File: src/rtl/pdm_decimator.sv
// Third-order CIC decimator: 1-bit PDM stream in, 16-bit unsigned PCM out.
// Integrators run on every enabled bit; combs run once per R bits.
module pdm_decimator #(
  parameter int DECIM_LOG2 = 9
) (
  input  logic        clk,
  input  logic        rst,
  input  logic        en,
  input  logic        din,
  output logic [15:0] dout,
  output logic        dout_valid,
  output logic        settled
);

  localparam int W   = 3*DECIM_LOG2 + 1;
  localparam int MSB = 3*DECIM_LOG2;

  logic [W-1:0]            i1, i2, i3;
  logic [W-1:0]            d1, d2, d3;
  logic [W-1:0]            c1, c2;
  logic [16:0]             c3_top;
  logic [MSB-17:0]         c3_unused;
  logic [DECIM_LOG2-1:0]   phase;
  logic [1:0]              sample_cnt;
  logic                    dec_event;
  logic [15:0]             scaled;

  assign dec_event = en && (phase == {DECIM_LOG2{1'b1}});

  // Registers wrap modulo 2^W; the comb differences recover the exact sum.
  always_comb begin
    c1 = i3 - d1;
    c2 = c1 - d2;
    {c3_top, c3_unused} = c2 - d3;
    scaled = c3_top[16] ? 16'hFFFF : c3_top[15:0];
  end

  always_ff @(posedge clk) begin
    if (rst) begin
      i1         <= '0;
      i2         <= '0;
      i3         <= '0;
      d1         <= '0;
      d2         <= '0;
      d3         <= '0;
      phase      <= '0;
      sample_cnt <= '0;
      dout       <= '0;
      dout_valid <= 1'b0;
      settled    <= 1'b0;
    end else begin
      dout_valid <= 1'b0;
      if (en) begin
        i1    <= i1 + {{(W-1){1'b0}}, din};
        i2    <= i2 + i1;
        i3    <= i3 + i2;
        phase <= phase + 1'b1;
      end
      if (dec_event) begin
        d1         <= i3;
        d2         <= c1;
        d3         <= c2;
        dout       <= scaled;
        dout_valid <= 1'b1;
        if (sample_cnt != 2'd3)
          sample_cnt <= sample_cnt + 2'd1;
        // Two samples carry the filter start-up transient.
        if (sample_cnt == 2'd2)
          settled <= 1'b1;
      end
    end
  end

endmodule

File: config.mk
export PLATFORM = sky130hd
export DESIGN_NAME = pdm_decimator
export DESIGN_NICKNAME = d
export VERILOG_FILES = /design/src/rtl/pdm_decimator.sv
export SDC_FILE = /design/constraint.sdc
export NUM_CORES = 1
export LEC_CHECK = 0
export ABC_AREA = 1
export CORE_ASPECT_RATIO = 0.5
export CORE_MARGIN = 2
export CORE_UTILIZATION = 55
export CTS_CLUSTER_SIZE = 24
export DETAILED_ROUTE_END_ITERATION = 6
export PLACE_DENSITY = 0.73
export SLEW_MARGIN = 20
export SYNTH_ARGS = -nofsm -noshare
export SYNTH_HDL_FRONTEND = slang
export SYNTH_SLANG_ARGS = --single-unit
File: constraint.sdc
create_clock -name clk -period 4.75 [get_ports clk]
set_input_delay 1.425 -clock clk [delete_from_list [all_inputs] [get_ports clk]]
set_output_delay 1.425 -clock clk [all_outputs]
set_load 0.005 [all_outputs]
==> results of run 1 <==
==> state kept, by name, summed over array words and instances, names as in the netlist <==
signal,count
d1,28
d2,28
d3,28
dout,16
dout_valid,1
i1,28
i2,28
i3,28
phase,9
sample_cnt,2
settled,1
==> metrics by stage <==
step                 TNS (ns)  instance area (µm²)   util  setup slack (ns)  cells
floorplan                   0                14600      -             0.273   2163
global route            -2.42                17600  0.668            -0.181   2613
finish                      0                17600  0.668             0.108   2613
detailed placement     -0.473                15600  0.594           -0.0399   2552
CTS                         0                16200  0.617          0.000606   2582
global placement    -0.000585                15600  0.594         -0.000585   2552
==> critical path, delay by kind of cell, from the launching register on <==
kind            cells  cell delay [ns]
flops               1             0.31
simple gates       12             1.09
xor+xnor            2             0.42
buf+inv             5             0.41
fa+ha+maj           3             1.11
compound gates      7             1.19
==> timing repair <==
action / in CTS / in global routing
resized for setup: 6 / 241
endpoints found under the setup margin: 16 / 16
pin swaps: 1 / 89
buffers inserted: 0 / 29
gates cloned: 0 / 2
==> Yosys cell counts, drive strengths merged (16+ instances only) <==
cell / number
clkbuf: 46
nor3: 37
ha: 140
xnor2: 35
nand3: 83
a31oi: 20
o211ai: 18
nand4: 18
nor2: 248
xor2: 68
a21oi: 269
o21ai: 228
nand2: 306
inv: 344
dfxtp: 197
o21bai: 16
==> kinds of logic (layout without fill, tap and decap cells) <==
group                      after synthesis  in the layout  synth area share
and+or+nand+nor                        719            719             0.214
AOI/OAI and AO/OA                      597            597             0.223
buffers and inverters                  403            501             0.106
DFF                                    197            197             0.270
adders and majority gates              144            144             0.125
xor gates and xnor gates               103            103            0.0617
==> worst paths after layout <==
| kind | start | end | slack [ns] | cells after the start |
|---|---|---|---|---|
| min reg2reg | d1[24] | d1[24] | 0.46 | 2 |
| min | d1[24] | d1[24] | 0.46 | 2 |
| max | d1[4] | dout[3] | 0.11 | 29 |
| max reg2reg | d1[4] | dout[3] | 0.11 | 29 |
==> layout make-up <==
cell class / count / area [µm²] / area share
tap: 352 / 440 / 0.0251
timing repair buffer: 127 / 1070 / 0.0612
multi-input combinational: 1563 / 10200 / 0.581
sequential: 197 / 3960 / 0.225
clock inverter: 12 / 155 / 0.00884
inverter: 344 / 1290 / 0.0737
clock buffer: 18 / 439 / 0.0250
==> metal layers <==
metal  vias to the layer above  part of all wire  GRT usage  wire [µm]
li1                       7359                 -          -          -
met1                      6324              0.48      0.330      17500
met2                       291              0.46      0.419      16800
met3                        63             0.039     0.0407       1410
met4                         0             0.024     0.0770        890
met5                         -                 0          0          0
==> power breakdown <==
group	internal, mW	switching (mW)
sequential	1.69	0.0510
clock	0.839	0.678
combinational	2.17	2.88
total	4.70	3.61
==> impl_results.md, run 1 <==
* DP HPWL at about 26 mm
* Total CTS buffers at 17
* Finish-stage setup viols at 0
* Crit path capture type: flop
* Top cell type's share of synthesized area at 0.270
* Final net count at around 2400
* MaxCap Viol Count at 0
* # hold bufs at CTS at 0
* Row cnt at 42
* Critical Path AT at approximately 5.0 ns
* Worst EP required at 5.11 ns
* Syn Inst Count at between 2000 and 2500
* CTS tree: yes
* Clock Tree Buf Depth at 2
* Initial antenna violation count at 0
* Total track usage at 0.250
* Most common cell after layout, fill and taps aside: inv_1
* Worst hold path class: flop to flop
* Skew final at 0.00854 ns
* First-pass GRT wire length at 57.4 mm
* Final Max Tran Viols at 0
* Status: finished, final reports clean
* Register bit count reported by yosys at 197
* Dominant cells by area after synthesis: dfxtp_1, ha_1, a21oi_1, inv_1, nand2_1
* CTS clk-pin slew, worst paths at 0.07 ns
* Layout fillers at 2209
* Via/cell ratio at about 5.4
* Layout cells sized above 1 at 0.167
* Largest net degree at the start of global routing at 168
* Slowest stage delay, CP at 0.38 ns
* Core box area at around 0.026 mm²
* PortBufs at 21
* Worst Path Max Fanout at 5
* Post-synthesis sequential area ratio at 0.270
* Fmax at 215 MHz
* Nature of the critical path startpoint: flop
* Ys flop type: dfxtp_1
* RSZ-0062 raised after global routing: yes
* Starting DRT DRC Count at 915
* Most frequent cells in the layout: inv_1, nand2_1, a21oi_1
* Post-synth ARST share at 0
* Worst slew margin at 0.444
* RePlAce Congestion at 0.943
* Root buf cell: clkbuf_16
* Synth Warn # at 0
* Fin. Hold Viols at 0
* Post-synth EDFFs at 0
* Sink Count at roughly 200
* I/O pins at 22
* Crit share post-route at 0.977
* Pleak at 7.96 nW
* Die Area at 0.0280 mm²
* Area delta synth->final at 20.1%
* Slowest library cell on the worst path: ha_2
* Wire per inst at 14.0 µm
* Min Tclk post-route at around 4.6 ns
* Crit-path most repeated cell: nand2_1
* Minimum hold slack at between 0.4 and 0.5 ns
* Slew @ Worst Pin at 0.825 ns
* Max VDD drop at 0.300 mV
* Post-Synthesis Net Count at 2311
* Grt ovf at 0
* Clk_lat worst skew at 0.46 ns
* Setup CP Type: flop to flop
* Total number of vias at 14000
* PD cells at 473 mW/mm²
* Drt total wl at 36.7 mm
* DRC at 0
* N_diodes at 0
* Total chip power at 8.31 mW
* Initial Utilization at 0.556
* Leading area contributor after synthesis: dfxtp_1
* DR pass1 iterations at 5
* Syn Area/Cell at 6.76 µm²
* Die height at roughly 120 µm
* Netlist cell types at 52
* Htree depth at 4
* Antenna violation net count after detailed routing at 0
* Vias in the first global route at 12500
* Mapped Area at roughly 0.015 mm²
* Die X at between 200 and 250 µm
(Power assumes the default switching activity.)
==> run 2, diff against run 1 <==
==> constraint.sdc (replaced) <==
create_clock -name clk -period 4.75 [get_ports clk]
set_input_delay 1.425 -clock clk [delete_from_list [all_inputs] [get_ports clk]]
set_output_delay 1.425 -clock clk [all_outputs]
set_load 0.1 [all_outputs]
==> results of run 2 <==
The final DEF is identical to that of run 1. Status: finished, final reports clean.
==> run 3, diff against run 2 <==
Settings changed: ABC_CLOCK_PERIOD_IN_PS set to 5300, CORE_MARGIN 2 to 3, PLACE_DENSITY 0.73 to 0.7.
Clock period 4.75 ns to 5.3 ns, I/O delays scaled along.
==> run 3 against run 2 <==
Net effect: final area shrank 10%; highest routed layer unchanged; global-route usage shrank 0.95 points; flip-flop and latch count is the same; die area grew 2.5%; combinational power shrank 35%; critical path type unchanged.
==> impl_results.md, run 3 (synthesized netlist as in run 1, its figures left out) <==
* Fmax at 203 MHz (was 215 MHz)
* DRC at 0 (unchanged)
* Antenna violation net count after detailed routing at 0 (unchanged)
* Final setup margin at 0.383 ns (was 0.108 ns)
* Die Area at 0.0287 mm² (was 0.0280 mm²)
* Clk_lat worst skew at 0.46 ns (about the same)
* Slowest stage delay, CP at 0.42 ns (was 0.38 ns)
* Total chip power at 6.15 mW (was 8.31 mW)
* Reg2reg start: i3[13] (was d1[4])
* Setup CP Type: flop to flop (unchanged)
* Crit-path most repeated cell: nand2_1 (unchanged)
* Post-Layout Cell Count at 2521 (was 2613)
* R2R depth at 28 (was 29)
* Total track usage at 0.241 (was 0.250)
* Layout fillers at 2506 (was 2209)
* N_diodes at 0 (unchanged)
* Worst r2r dst: dout[10] (was dout[3])
* Worst hold path class: flop to flop (unchanged)
* Most frequent cells in the layout: inv_1, nand2_1, a21oi_1 (unchanged)
* Status: finished, final reports clean (unchanged)
* Worst EP required at 5.66 ns (was 5.11 ns)
* Vias in the first global route at 12100 (was 12500)
* Root buf cell: clkbuf_16 (unchanged)
* Total CTS buffers at 17 (unchanged)
* Wire per inst at 13.4 µm (was 14.0 µm)
* Crit path capture type: flop (unchanged)
* Final net count at 2312 (was 2398)
* R2R Setup Slk at 0.38 ns (was 0.11 ns)
* Nature of the critical path startpoint: flop (unchanged)
* Clock Tree Buf Depth at 2 (unchanged)
* Max VDD drop at 0.262 mV (was 0.300 mV)
* Core box area at 0.0256 mm² (was 0.0263 mm²)
* Min-delay src: d1[12] (was d1[24])
* Most common cell after layout, fill and taps aside: inv_1 (unchanged)
* Htree depth at 4 (unchanged)
* Slew @ Worst Pin at 0.973 ns (was 0.981 ns)
* Fin util at 0.616 (was 0.668)
* Initial Utilization at 0.570 (was 0.556)
* Finish-stage setup viols at 0 (unchanged)
* Initial antenna violation count at 0 (unchanged)
* Slowest library cell on the worst path: ha_1 (was ha_2)
* DP HPWL at 25.7 mm (was 26.0 mm)
* DR pass1 iterations at 5 (unchanged)
* MaxCap Viol Count at 0 (unchanged)
* Row cnt at 41 (was 42)
* Die X at 237 µm (was 235 µm)
* Drt total wl at 33.8 mm (was 36.7 mm)
* PortBufs at 21 (unchanged)
* Critical Path AT at 5.27 ns (was 5.00 ns)
* Sink Count at 197 (unchanged)
* Placed cells at 2484 (was 2552)
* I/O pins at 22 (unchanged)
* Pleak at 7.34 nW (was 7.96 nW)
* CP endpoint: dout[10] (was dout[3])
* Layout cells sized above 1 at 0.0537 (was 0.167)
* Total number of vias at 13300 (was 14000)
* Skew final at 0.0155 ns (was 0.00854 ns)
* Starting DRT DRC Count at 816 (was 915)
* Sequential cell area at 0.00394 mm² (was 0.00396 mm²)
* Fin. Hold Viols at 0 (unchanged)
* PD cells at 389 mW/mm² (was 473 mW/mm²)
* RePlAce Congestion at 0.921 (was 0.943)
* Largest net degree at the start of global routing at 74 (was 168)
* Crit share post-route at 0.928 (was 0.977)
* Setup crit start: i3[13] (was d1[4])
* First-pass GRT wire length at 57.4 mm (about the same)
* Grt ovf at 0 (unchanged)
* Final Max Tran Viols at 0 (unchanged)
* Via/cell ratio at 5.27 (was 5.37)
* CTS clk-pin slew, worst paths at 0.07 ns (about the same)
* Multi-input gate area at 0.00919 mm² (was 0.0102 mm²)
* Min Tclk post-route at 4.92 ns (was 4.64 ns)
* Worst slew margin at 0.349 (was 0.344)
* Worst Path Max Fanout at 11 (was 5)
* Pre-CTS WS at 0.176 ns (was -0.0399 ns)
* Die height at 121 µm (was 119 µm)
* Area delta synth->final at 8.13% (was 20.1%)
* CTS tree: yes (unchanged)
* Hold Path Depth at 2 (unchanged)
==> run 3: changes by cell type in the layout (fill, tap and decap cells not counted), sizes merged <==
cell	delta
buf	-84
clkbuf	-2
clkinv	+2
bufinv	-1
clkinvlp	+1
==> run 3: final cells by class <==
class / instances / share of cell area
clock buffers: 18 / 0.0272
clock inverters: 14 / 0.00958
inverters: 344 / 0.0818
multi-input cells: 1563 / 0.581
flip-flops and latches: 197 / 0.250
well taps: 344 / 0.0272
repair buffers: 41 / 0.0234
==> run 3: stage by stage <==
stage,TNS [ns],hold slack (ns),cell area [µm²]
6_report,0,0.460,15800
5_1_grt,-0.0880,0.482,15800
4_1_cts,0,0.463,15700
3_5_place_dp,0,0.453,15100
3_3_place_gp,0,0.445,15100
2_1_floorplan,0,0.433,14600
==> run 3: routing by layer <==
layer | vias up | track usage | share of wire
li1 | 7196 | - | -
met1 | 5826 | 0.340 | 0.52
met2 | 214 | 0.381 | 0.42
met3 | 47 | 0.0420 | 0.037
met4 | 0 | 0.0664 | 0.018
met5 | - | 0 | 0
==> run 3: worst min-delay path by stage <==
stage,to,slack (ns)
6_report,d1[12],0.46
5_1_grt,d1[24],0.48
4_1_cts,d1[25],0.46
3_5_place_dp,d1[25],0.45
3_3_place_gp,d1[2],0.44
2_1_floorplan,d1[10],0.43
==> run 3: worst max-delay path, delay by kind of cell, from the launching register on <==
| family | cells | cell delay (ns) |
|---|---|---|
| simple gates | 16 | 2.06 |
| xor+xnor | 2 | 0.48 |
| fa+ha+maj | 3 | 1.13 |
| flops | 1 | 0.35 |
| buf+inv | 4 | 0.43 |
| compound gates | 3 | 0.37 |
==> run 3: what timing repair did <==
action / CTS / global route
hold buffers: 0 / 0
buffers inserted: 0 / 5
endpoints found under the setup margin: 0 / 16
resized for setup: 0 / 19
==> run 3: where the power goes <==
part,switching [mW],leakage [nW],total (mW),internal [mW]
combinational,2.03,5.46,3.27,1.24
clock,0.616,0.281,1.31,0.699
sequential,0.0460,1.60,1.56,1.52
